**src/rtl/sram_port_arbiter_pkg.sv**
```systemverilog
// Shared types for the instruction/data memory port arbiter.
// Owner IDs, lock-FSM states and access-size encodings.
package sram_port_arbiter_pkg;

  localparam logic OWN_INST = 1'b0;
  localparam logic OWN_DATA = 1'b1;

  localparam logic [1:0] SIZE_BYTE = 2'd0;
  localparam logic [1:0] SIZE_HALF = 2'd1;
  localparam logic [1:0] SIZE_WORD = 2'd2;

  typedef enum logic [1:0] {
    IDLE   = 2'd0,
    HOLD_I = 2'd1,
    HOLD_D = 2'd2
  } lock_state_t;

endpackage

```
**src/rtl/sram_port_arbiter_owner_fifo.sv**
```systemverilog
// In-order owner FIFO: one bit per in-flight transaction.
// Push and pop may both occur in one cycle.
module owner_fifo #(
  parameter int DEPTH = 2
) (
  input  logic clk,
  input  logic reset,
  input  logic push,
  input  logic pop,
  input  logic din,
  output logic dout,
  output logic full,
  output logic empty
);

  localparam int PW = (DEPTH > 1) ? $clog2(DEPTH) : 1;
  localparam int CW = $clog2(DEPTH + 1);

  logic          mem [DEPTH];
  logic [PW-1:0] rd_ptr;
  logic [PW-1:0] wr_ptr;
  logic [CW-1:0] count;
  logic          do_push;
  logic          do_pop;

  function automatic logic [PW-1:0] wrap_inc(input logic [PW-1:0] p);
    return (p == PW'(DEPTH - 1)) ? '0 : p + PW'(1);
  endfunction

  assign full    = (count == CW'(DEPTH));
  assign empty   = (count == '0);
  assign do_push = push && !full;
  assign do_pop  = pop && !empty;
  assign dout    = mem[rd_ptr];

  always_ff @(posedge clk) begin
    if (do_push) mem[wr_ptr] <= din;
  end

  always_ff @(posedge clk) begin
    if (reset) begin
      rd_ptr <= '0;
      wr_ptr <= '0;
      count  <= '0;
    end else begin
      if (do_push) wr_ptr <= wrap_inc(wr_ptr);
      if (do_pop)  rd_ptr <= wrap_inc(rd_ptr);
      if (do_push && !do_pop)      count <= count + CW'(1);
      else if (do_pop && !do_push) count <= count - CW'(1);
    end
  end

endmodule

```
**src/rtl/sram_port_arbiter.sv**
```systemverilog
// Shares one split-handshake memory port between fetch and data.
// Data wins by default; a starved fetch is forced through.
module sram_port_arbiter
  import sram_port_arbiter_pkg::*;
#(
  parameter int MAX_OUTSTANDING = 2,
  parameter int STARVE_LIMIT    = 8
) (
  input  logic        clk,
  input  logic        reset,
  input  logic        inst_req,
  input  logic        inst_wr,
  input  logic [1:0]  inst_size,
  input  logic [3:0]  inst_wstrb,
  input  logic [31:0] inst_addr,
  input  logic [31:0] inst_wdata,
  output logic        inst_addr_ok,
  output logic        inst_data_ok,
  output logic [31:0] inst_rdata,
  input  logic        data_req,
  input  logic        data_wr,
  input  logic [1:0]  data_size,
  input  logic [3:0]  data_wstrb,
  input  logic [31:0] data_addr,
  input  logic [31:0] data_wdata,
  output logic        data_addr_ok,
  output logic        data_data_ok,
  output logic [31:0] data_rdata,
  output logic        mem_req,
  output logic        mem_wr,
  output logic [1:0]  mem_size,
  output logic [3:0]  mem_wstrb,
  output logic [31:0] mem_addr,
  output logic [31:0] mem_wdata,
  input  logic        mem_addr_ok,
  input  logic        mem_data_ok,
  input  logic [31:0] mem_rdata,
  output logic        err_resp
);

  lock_state_t state;
  lock_state_t state_nxt;
  logic        sel;
  logic        sel_req;
  logic        force_i;
  logic        accept;
  logic        resp;
  logic        pop;
  logic        head;
  logic        full;
  logic        empty;
  logic [3:0]  starve_cnt;

  assign force_i = (starve_cnt == 4'(STARVE_LIMIT));

  always_ff @(posedge clk) begin
    if (reset) state <= IDLE;
    else       state <= state_nxt;
  end

  always_comb begin
    state_nxt = state;
    unique case (state)
      IDLE:
        if (mem_req && !mem_addr_ok)
          state_nxt = (sel == OWN_DATA) ? HOLD_D : HOLD_I;
      HOLD_I, HOLD_D:
        if (mem_addr_ok) state_nxt = IDLE;
      default: state_nxt = IDLE;
    endcase
  end

  always_comb begin
    sel = OWN_INST;
    unique case (state)
      IDLE: begin
        if (data_req && !force_i) sel = OWN_DATA;
        else if (inst_req)        sel = OWN_INST;
        else if (data_req)        sel = OWN_DATA;
      end
      HOLD_I:  sel = OWN_INST;
      HOLD_D:  sel = OWN_DATA;
      default: sel = OWN_INST;
    endcase
  end

  // full is registered state, so a same-cycle pop never re-opens the port
  assign sel_req = (sel == OWN_DATA) ? data_req : inst_req;
  assign mem_req = sel_req && !full && !reset;
  assign accept  = mem_req && mem_addr_ok;

  assign inst_addr_ok = accept && (sel == OWN_INST);
  assign data_addr_ok = accept && (sel == OWN_DATA);

  always_comb begin
    mem_wr    = 1'b0;
    mem_size  = 2'd0;
    mem_wstrb = 4'd0;
    mem_addr  = 32'd0;
    mem_wdata = 32'd0;
    if (mem_req) begin
      if (sel == OWN_DATA) begin
        mem_wr    = data_wr;
        mem_size  = data_size;
        mem_wstrb = data_wstrb;
        mem_addr  = data_addr;
        mem_wdata = data_wdata;
      end else begin
        mem_wr    = inst_wr;
        mem_size  = inst_size;
        mem_wstrb = inst_wstrb;
        mem_addr  = inst_addr;
        mem_wdata = inst_wdata;
      end
    end
  end

  assign resp         = mem_data_ok && !reset;
  assign pop          = resp && !empty;
  assign inst_data_ok = pop && (head == OWN_INST);
  assign data_data_ok = pop && (head == OWN_DATA);
  assign inst_rdata   = mem_rdata;
  assign data_rdata   = mem_rdata;

  owner_fifo #(
    .DEPTH(MAX_OUTSTANDING)
  ) u_fifo (
    .clk  (clk),
    .reset(reset),
    .push (accept),
    .pop  (pop),
    .din  (sel),
    .dout (head),
    .full (full),
    .empty(empty)
  );

  always_ff @(posedge clk) begin
    if (reset)
      starve_cnt <= 4'd0;
    else if (!inst_req || inst_addr_ok)
      starve_cnt <= 4'd0;
    else if (!force_i)
      starve_cnt <= starve_cnt + 4'd1;
  end

  always_ff @(posedge clk) begin
    if (reset)                     err_resp <= 1'b0;
    else if (mem_data_ok && empty) err_resp <= 1'b1;
  end

endmodule

```
**config.mk**
```make
export PLATFORM = sky130hd
export DESIGN_NAME = sram_port_arbiter
export DESIGN_NICKNAME = d
export VERILOG_FILES = /design/src/rtl/sram_port_arbiter_pkg.sv /design/src/rtl/sram_port_arbiter_owner_fifo.sv /design/src/rtl/sram_port_arbiter.sv
export SDC_FILE = /design/constraint.sdc
export NUM_CORES = 1
export LEC_CHECK = 0
export ABC_AREA = 1
export CAP_MARGIN = 25
export CORE_AREA = 2 2 125 127
export DETAILED_ROUTE_END_ITERATION = 12
export DIE_AREA = 0 0 127 129
export GPL_TIMING_DRIVEN = 0
export SYNTH_ARGS = -nofsm -noshare
export SYNTH_HDL_FRONTEND = slang
export SYNTH_HIERARCHICAL = 1
export SYNTH_SLANG_ARGS = --single-unit
```
**constraint.sdc**
```tcl
create_clock -name clk -period 2 [get_ports clk]
set_clock_uncertainty 0.15 [all_clocks]
set_input_delay 0.3 -clock clk [delete_from_list [all_inputs] [get_ports clk]]
set_output_delay 0.3 -clock clk [all_outputs]
set_load 0.01 [all_outputs]
```
==> summary.md, run 1 <==
| Metric | Value |
|---|---|
| Initial Utilization | 15.3% |
| Register area share after synthesis | 13.1% |
| Crit-path max cell delay | 0.32 ns |
| Placed cells | 891 |
| First-pass GRT wire length | 18900 um |
| Failing checks | setup timing |
| Die height | 129 um |
| # setup viols final | 83 |
| Fin crit period | 2.37 ns |
| Peak supply drop | 447 uV |
| Vias per cell | 4.07 |
| P_leak | 2.95 nW |
| Final core utilization | 44.2% |
| Drt initial violations | 77 |
| CTS Buf Count | 3 |
| Post-place instance area | 5460 um^2 |
| Clock Sinks | 14 |
| WS Path Type | reg2out |
| Total track usage | 14.3% |
| RSZ-0062 raised after global routing | yes |
| CTS max path bufs | 2 |
| Wire length per cell | 14.9 um |
| Setup crit start kind | register |
| Largest fanout on the critical path | 4 |
| Critical Path RT | 1.55 ns |
| Fmax | 0.422 GHz |
| Final wirelength | 13900 um |
| H-tree Lvls | 1 |
| Hold WC Path Type | reg2reg |
| Die W | 127 um |
| Largest net degree at the start of global routing | 12 |
| Yosys warns | 6 |
| Nets | 935 |
| PwrDens | 939 nW/um^2 |
| Diodes inserted | 0 |
| Post-synthesis cell type count | 24 |
| Period utilization | 119% |
| Vias | 3817 |
| Row count | 45 |
| HPWL after DPL | 10500 um |
| Clock root buffer | clkbuf_16 |
| Grt ovf | 0 |
| Max-slew headroom | 79.3% |
| Crit-path cells | inv_2 > ha_4 > inv_2 > o211ai_1 > buf_4 > nand3_4 > buf_6 > buf_6 > inv_4 > nand2_4 > nor2_1 > buf_2 |
| Power share of the clock group | 6.0% |
| Port buffer count | 288 |
| Slew @ Worst Pin | 0.310 ns |
| Initial antenna violation count | 0 |
| Hold Vio Cnt, Final | 0 |
| Vias in the first global route | 3598 |
| Sw frac | 45.2% |
| Synth Register Bits | 14 |
| Average cell area after synthesis | 5.51 um^2 |
| Syn_nets | 600 |
| Crit path DAT | 1.92 ns |
| Worst-skew pair later-pin latency | 0.24 ns |
| Fill cell count | 1527 |
| Die ar. | 16400 um^2 |
| Syn-to-layout area delta | 190% |
| GPL Wtd Cong | 0.728 |
| Logic pwr share | 88.0% |
| Internal | 3.41 mW |
| Status | finished, violations left |
| Cell family with most CP delay | buffers and inverters |
| Cell area after synthesis | 2290 um^2 |
| Final Instance Area | 6630 um^2 |
| Setup Slack @ Placement | -0.952 ns |
| Max-cap violations | 0 |
| Final ANT Viol Nets | 0 |
| Clock slew at reported path FFs | 0.05 ns |
| Share of layout cells above drive strength 1 | 43.9% |
| CTS tree | built |
| Core area | 15000 um^2 |
| Crit path capture type | primary output |
| Slew Viols, Final | 0 |
| Layout Cells excl Fill | 937 |
| Mapped Cells | 415 |
| Setup slack after layout | -0.371 ns |
| Net Sw Power | 2.81 mW |
| # IOs | 321 |
| DRC | 0 |
| Part of the power in registers | 6.0% |
| First-pass DRT Iterations | 4 |
| Crit path buf inv count | 7 |
| Slowest CP cell | dfxtp_2 |
registers in the layout, indices dropped and copies added, names as in the netlist, named ones only:
register and count:
u_fifo/wr_ptr 1, u_fifo/count 2, u_fifo/mem 2, u_fifo/rd_ptr 1, starve_cnt 4, state 2, err_resp 1
cell usage after synthesis:
cell,count,area (um^2)
a21oi_1,76,380
clkinv_1,1,3.75
o21ai_1,1,5.00
nand2_1,155,582
ha_1,5,62.6
inv_2,7,26.3
xnor2_1,1,8.76
mux2_2,1,11.3
o21ai_0,4,20.0
nor2_1,22,82.6
xor2_1,1,8.76
nand2_2,3,18.8
nand4_1,3,18.8
nand3_1,5,25.0
edfxtp_1,2,60.1
o211ai_1,1,7.51
inv_1,23,86.3
nor3_1,1,5.00
buf_4,65,488
buf_2,21,105
o21ai_2,3,26.3
and2_1,1,6.26
dfxtp_1,12,240
nand3_2,1,10.0
repair_timing:
action                                  in CTS  in global routing
endpoints found under the setup margin      80                 85
hold endpoints to repair                     0                  0
setup buffers                               17                 15
pin swaps                                   15                 24
hold buffers                                 0                  0
resized for setup                          417                122
gates cloned                                 4                 11
worst paths after layout:
kind                               from                      endpoint  slack, ns  depth (start not counted)
setup / recovery  state[0]$_SDFFE_PP0P_                  data_addr_ok      -0.37                         12
hold / removal    err_resp$_SDFFE_PP0P_         err_resp$_SDFFE_PP0P_       0.32                          2
setup reg to reg  state[0]$_SDFFE_PP0P_  u_fifo/count[1]$_SDFFE_PP0P_      -0.33                         18
hold reg to reg   err_resp$_SDFFE_PP0P_         err_resp$_SDFFE_PP0P_       0.32                          2
worst min-delay path, cell delays in order (launching register included):
cell and delay (ns):
dfxtp_1 0.32, a21oi_1 0.04, nor2_1 0.07
final cells by class:
class	count	area, um^2	area share (%)
multi-input combinational	285	1850	27.9
inverter	31	149	2.25
sequential	14	307	4.63
timing repair buffer	331	3220	48.6
tap	188	235	3.55
clock buffer	4	78.8	1.19
buffer	84	792	12.0
power groups by stage:
stage | logic, mW | clock network, mW | registers (mW)
2_1_floorplan | 1.79 | 0 | 0.374
6_report | 5.47 | 0.374 | 0.376
4_1_cts | 4.05 | 0.388 | 0.375
3_3_place_gp | 3.52 | 0 | 0.378
5_1_grt | 5.89 | 0.402 | 0.381
3_5_place_dp | 3.52 | 0 | 0.379
stage by stage:
step                power (mW)  setup TNS (ns)  hold WS [ns]
CTS                       4.81          -21.37         0.325
global route              6.67          -31.89         0.361
global placement          3.90          -64.27         0.313
finish                    6.22          -23.24         0.319
detailed placement        3.90          -64.69         0.311
floorplan                 2.17               0         0.222
per-layer routing:
layer / up-vias / global-route usage [%] / share of wire (%)
met5: - / 0 / 0
met4: 0 / 1.75 / 0.67
met3: 6 / 2.83 / 7.6
met2: 177 / 26.9 / 53
met1: 1721 / 17.3 / 39
li1: 1913 / - / -
placed cells by master, fill, tap and decap left out, drive strengths merged:
cell type,instances
a21oi,76
and2,1
buf,190
clkbuf,15
clkdlybuf4s15,2
clkdlybuf4s50,209
clkinv,2
dfxtp,12
dlygate4sd2,3
edfxtp,2
ha,5
inv,29
mux2,1
nand2,158
nand3,7
nand4,3
nor2,22
nor3,1
o211ai,1
o21ai,8
xnor2,1
xor2,1
logic make-up (layout without fill, tap and decap cells):
| family | count (synthesis) | count (layout) | synth area share [%] |
|---|---|---|---|
| adder cells (fa/ha/maj) | 5 | 5 | 2.73 |
| multiplexers | 1 | 1 | 0.492 |
| flip-flops | 14 | 14 | 13.1 |
| AO/OA/AOI/OAI | 85 | 85 | 19.2 |
| AND/OR/NAND/NOR | 191 | 192 | 32.7 |
| XOR/XNOR | 2 | 2 | 0.766 |
| buffers and inverters | 117 | 450 | 31.0 |
No activity file was read; power rests on OpenSTA's default activity.
==> inputs of run 2 (changes only) <==
--- a/config.mk
+++ b/config.mk
@@ -11,6 +11,7 @@
 export DETAILED_ROUTE_END_ITERATION = 12
 export DIE_AREA = 0 0 127 129
 export GPL_TIMING_DRIVEN = 0
+export HOLD_SLACK_MARGIN = 0.15
 export SYNTH_ARGS = -nofsm -noshare
 export SYNTH_HDL_FRONTEND = slang
 export SYNTH_HIERARCHICAL = 1
==> results of run 2 <==
Same layout as run 1: the final DEF is identical, and so are final timing and power.
==> inputs of run 3 (changes only) <==
--- a/config.mk
+++ b/config.mk
@@ -12,6 +12,7 @@
 export DIE_AREA = 0 0 127 129
 export GPL_TIMING_DRIVEN = 0
 export HOLD_SLACK_MARGIN = 0.15
+export PLACE_DENSITY = 0.55
 export SYNTH_ARGS = -nofsm -noshare
 export SYNTH_HDL_FRONTEND = slang
 export SYNTH_HIERARCHICAL = 1
==> constraint.sdc (replaced) <==
create_clock -name clk -period 1.9 [get_ports clk]
set_clock_uncertainty 0.15 [all_clocks]
set_input_delay 0.285 -clock clk [delete_from_list [all_inputs] [get_ports clk]]
set_output_delay 0.285 -clock clk [all_outputs]
set_load 0.01 [all_outputs]
==> run 3 against run 2 <==
Net effect: combinational power is 20% lower; final cell count is 1.3% lower; clock-buffer cell count stayed put; total power is 16% lower; the flow still finishes with violations (setup timing); worst hold slack worse by 0.078 ns; non-clock buffer count is 11 lower; via count is 1.9% lower; clock power is 17% higher; first-iteration DRC count is 60% higher; critical path depth is 2 lower; sequential power is 6.4% higher.
==> summary.md, run 3 (synthesized netlist as in run 1, its figures left out) <==
| Metric | Value |
|---|---|
| Clock root buffer | clkbuf_16 |
| Status | finished, violations left |
| Reg-to-reg critical path startpoint | state[0]$_SDFFE_PP0P_ |
| Nets | 923 (-1.3%) |
| Clock Sinks | 14 (unchanged) |
| GPL Wtd Cong | 0.734 (+0.92%) |
| Die W | 127 um (unchanged) |
| Slew Viols, Final | 0 (unchanged) |
| Crit-path cells | inv_2 > ha_4 > inv_2 > o211ai_1 > nand3_4 > buf_12 > buf_8 > buf_8 > a21oi_4 > buf_6 |
| Wire length per cell | 14.5 um (-2.4%) |
| WHS Path Cells | 2 (unchanged) |
| Final Instance Area | 5980 um^2 (-9.7%) |
| Worst Hold Launch | reset |
| P_leak | 2.74 nW (-7.2%) |
| Hold WC Path Type | in2reg |
| Final wirelength | 13400 um (-3.6%) |
| Clock slew at reported path FFs | 0.05 ns (about the same) |
| Placed cells | 891 (unchanged) |
| Setup slack after layout | -0.482 ns (-0.112 ns) |
| Commonest cells after routing, fill and taps aside | clkdlybuf4s50_1, nand2_1, buf_4 |
| Crit path capture type | primary output |
| Fmax | 0.420 GHz |
| Crit path DAT | 1.95 ns (+0.03 ns) |
| Setup crit start kind | register |
| Area occupied by registers | 310 um^2 (+1.2%) |
| R2R Setup Slk | -0.43 ns (-0.10 ns) |
| First-pass GRT wire length | 19700 um (+4.5%) |
| Vias per cell | 4.05 (-0.59%) |
| Crit. path cell count | 10 (-2) |
| Max reg flops | 4 (unchanged) |
| Slowest CP cell | dfxtp_2 |
| Slew @ Worst Pin | 0.309 ns (-0.000630 ns) |
| First-pass DRT Iterations | 4 (unchanged) |
| Total track usage | 14.9% (+0.58 points) |
| Critical Path RT | 1.46 ns (-0.09 ns) |
| Worst-skew pair later-pin latency | 0.24 ns (about the same) |
| Row count | 45 (unchanged) |
| Fin crit period | 2.38 ns |
| Grt ovf | 0 (unchanged) |
| Largest net degree at the start of global routing | 12 (unchanged) |
| Post-place instance area | 5460 um^2 (unchanged) |
| Max-cap violations | 0 (unchanged) |
| Commonest non-fill, non-tap cell in the layout | clkdlybuf4s50_1 |
| Failing checks | setup timing |
| WHS Endpoint | err_resp$_SDFFE_PP0P_ |
| HPWL after DPL | 10700 um (+1.8%) |
| Share of layout cells above drive strength 1 | 38.1% (-5.8 points) |
| PwrDens | 875 nW/um^2 (-6.8%) |
| Layout Cells excl Fill | 925 (-1.3%) |
| Die ar. | 16400 um^2 (unchanged) |
| Cell family with most CP delay | buffers and inverters |
| Vias in the first global route | 3798 (+5.6%) |
| Hold Vio Cnt, Final | 0 (unchanged) |
| RSZ-0062 raised after global routing | yes |
| Hold WS | 0.241 ns (-0.0777 ns) |
| WS Path Type | reg2out |
| CTS max path bufs | 2 (unchanged) |
| Period utilization | 125% |
| Core area | 15000 um^2 (unchanged) |
| Port buffer count | 288 (unchanged) |
| Crit Reg-Reg Endpoint | u_fifo/count[1]$_SDFFE_PP0P_ |
| # IOs | 321 (unchanged) |
| Fill cell count | 1575 (+3.1%) |
| Initial antenna violation count | 0 (unchanged) |
| Crit path buf inv count | 6 (-1) |
| Diodes inserted | 0 (unchanged) |
| H-tree Lvls | 1 (unchanged) |
| Final core utilization | 39.9% (-4.3 points) |
| Die height | 129 um (unchanged) |
| R2R depth | 17 (-1) |
| Final ANT Viol Nets | 0 (unchanged) |
| Hold_buf cts | 0 (unchanged) |
| Tot Pwr | 5.23 mW (-16%) |
| # setup viols final | 85 (+2.4%) |
| Syn-to-layout area delta | 161% |
| Multi-input gate area | 1640 um^2 (-11%) |
| CTS tree | built |
| Vias | 3746 (-1.9%) |
| Drt initial violations | 123 (+60%) |
| Reg with most FFs | starve_cnt |
| Largest fanout on the critical path | 5 (+1) |
| Crit-path max cell delay | 0.32 ns (about the same) |
| CTS Buf Count | 3 (unchanged) |
| DRC | 0 (unchanged) |
| Initial Utilization | 15.3% (unchanged) |
| Max-slew headroom | 79.3% (about the same) |
| Peak supply drop | 332 uV (-26%) |
## run 3: worst max-delay path by stage
stage                          startpoint                      endpoint
2_1_floorplan       state[1]$_SDFFE_PP0P_  u_fifo/count[1]$_SDFFE_PP0P_
3_3_place_gp                     data_req                 mem_wdata[21]
3_5_place_dp                     inst_req                 mem_wdata[16]
4_1_cts             state[0]$_SDFFE_PP0P_                 mem_wdata[20]
5_1_grt        starve_cnt[0]$_SDFFE_PP0N_                 mem_wdata[16]
6_report            state[0]$_SDFFE_PP0P_                 mem_wdata[16]
## run 3: timing repair
action	4_1_cts	5_1_grt
buffers inserted	24	6
cloned	1	0
resized for setup	397	51
pin swaps	12	10
setup endpoints to repair	81	87
## run 3: layout make-up
class / instances / share of cell area, %
clock buffers: 4 / 1.48
repair buffers: 318 / 48.3
multi-input cells: 284 / 27.3
inverters: 31 / 2.03
well taps: 188 / 3.93
flip-flops and latches: 14 / 5.19
plain buffers: 86 / 11.8
## run 3: metrics by stage
stage / setup TNS, ns / setup slack [ns]
floorplan: -0.174 / -0.0921
global placement: -70.80 / -1.04
detailed placement: -70.28 / -1.01
CTS: -34.40 / -0.538
global route: -40.39 / -0.590
finish: -30.11 / -0.482
## run 3: report_power, final
group | switching, mW | internal [mW] | leakage, nW
clock | 0.120 | 0.319 | 0.0442
sequential | 0.0409 | 0.359 | 0.119
combinational | 2.36 | 2.04 | 2.58
total | 2.52 | 2.71 | 2.74
## run 3: routing by layer
layer,GRT usage [%],up-vias,wire length (um)
li1,-,1884,-
met1,17.1,1682,5190
met2,29.0,171,7130
met3,2.99,9,1020
met4,2.07,0,88
met5,0,-,0
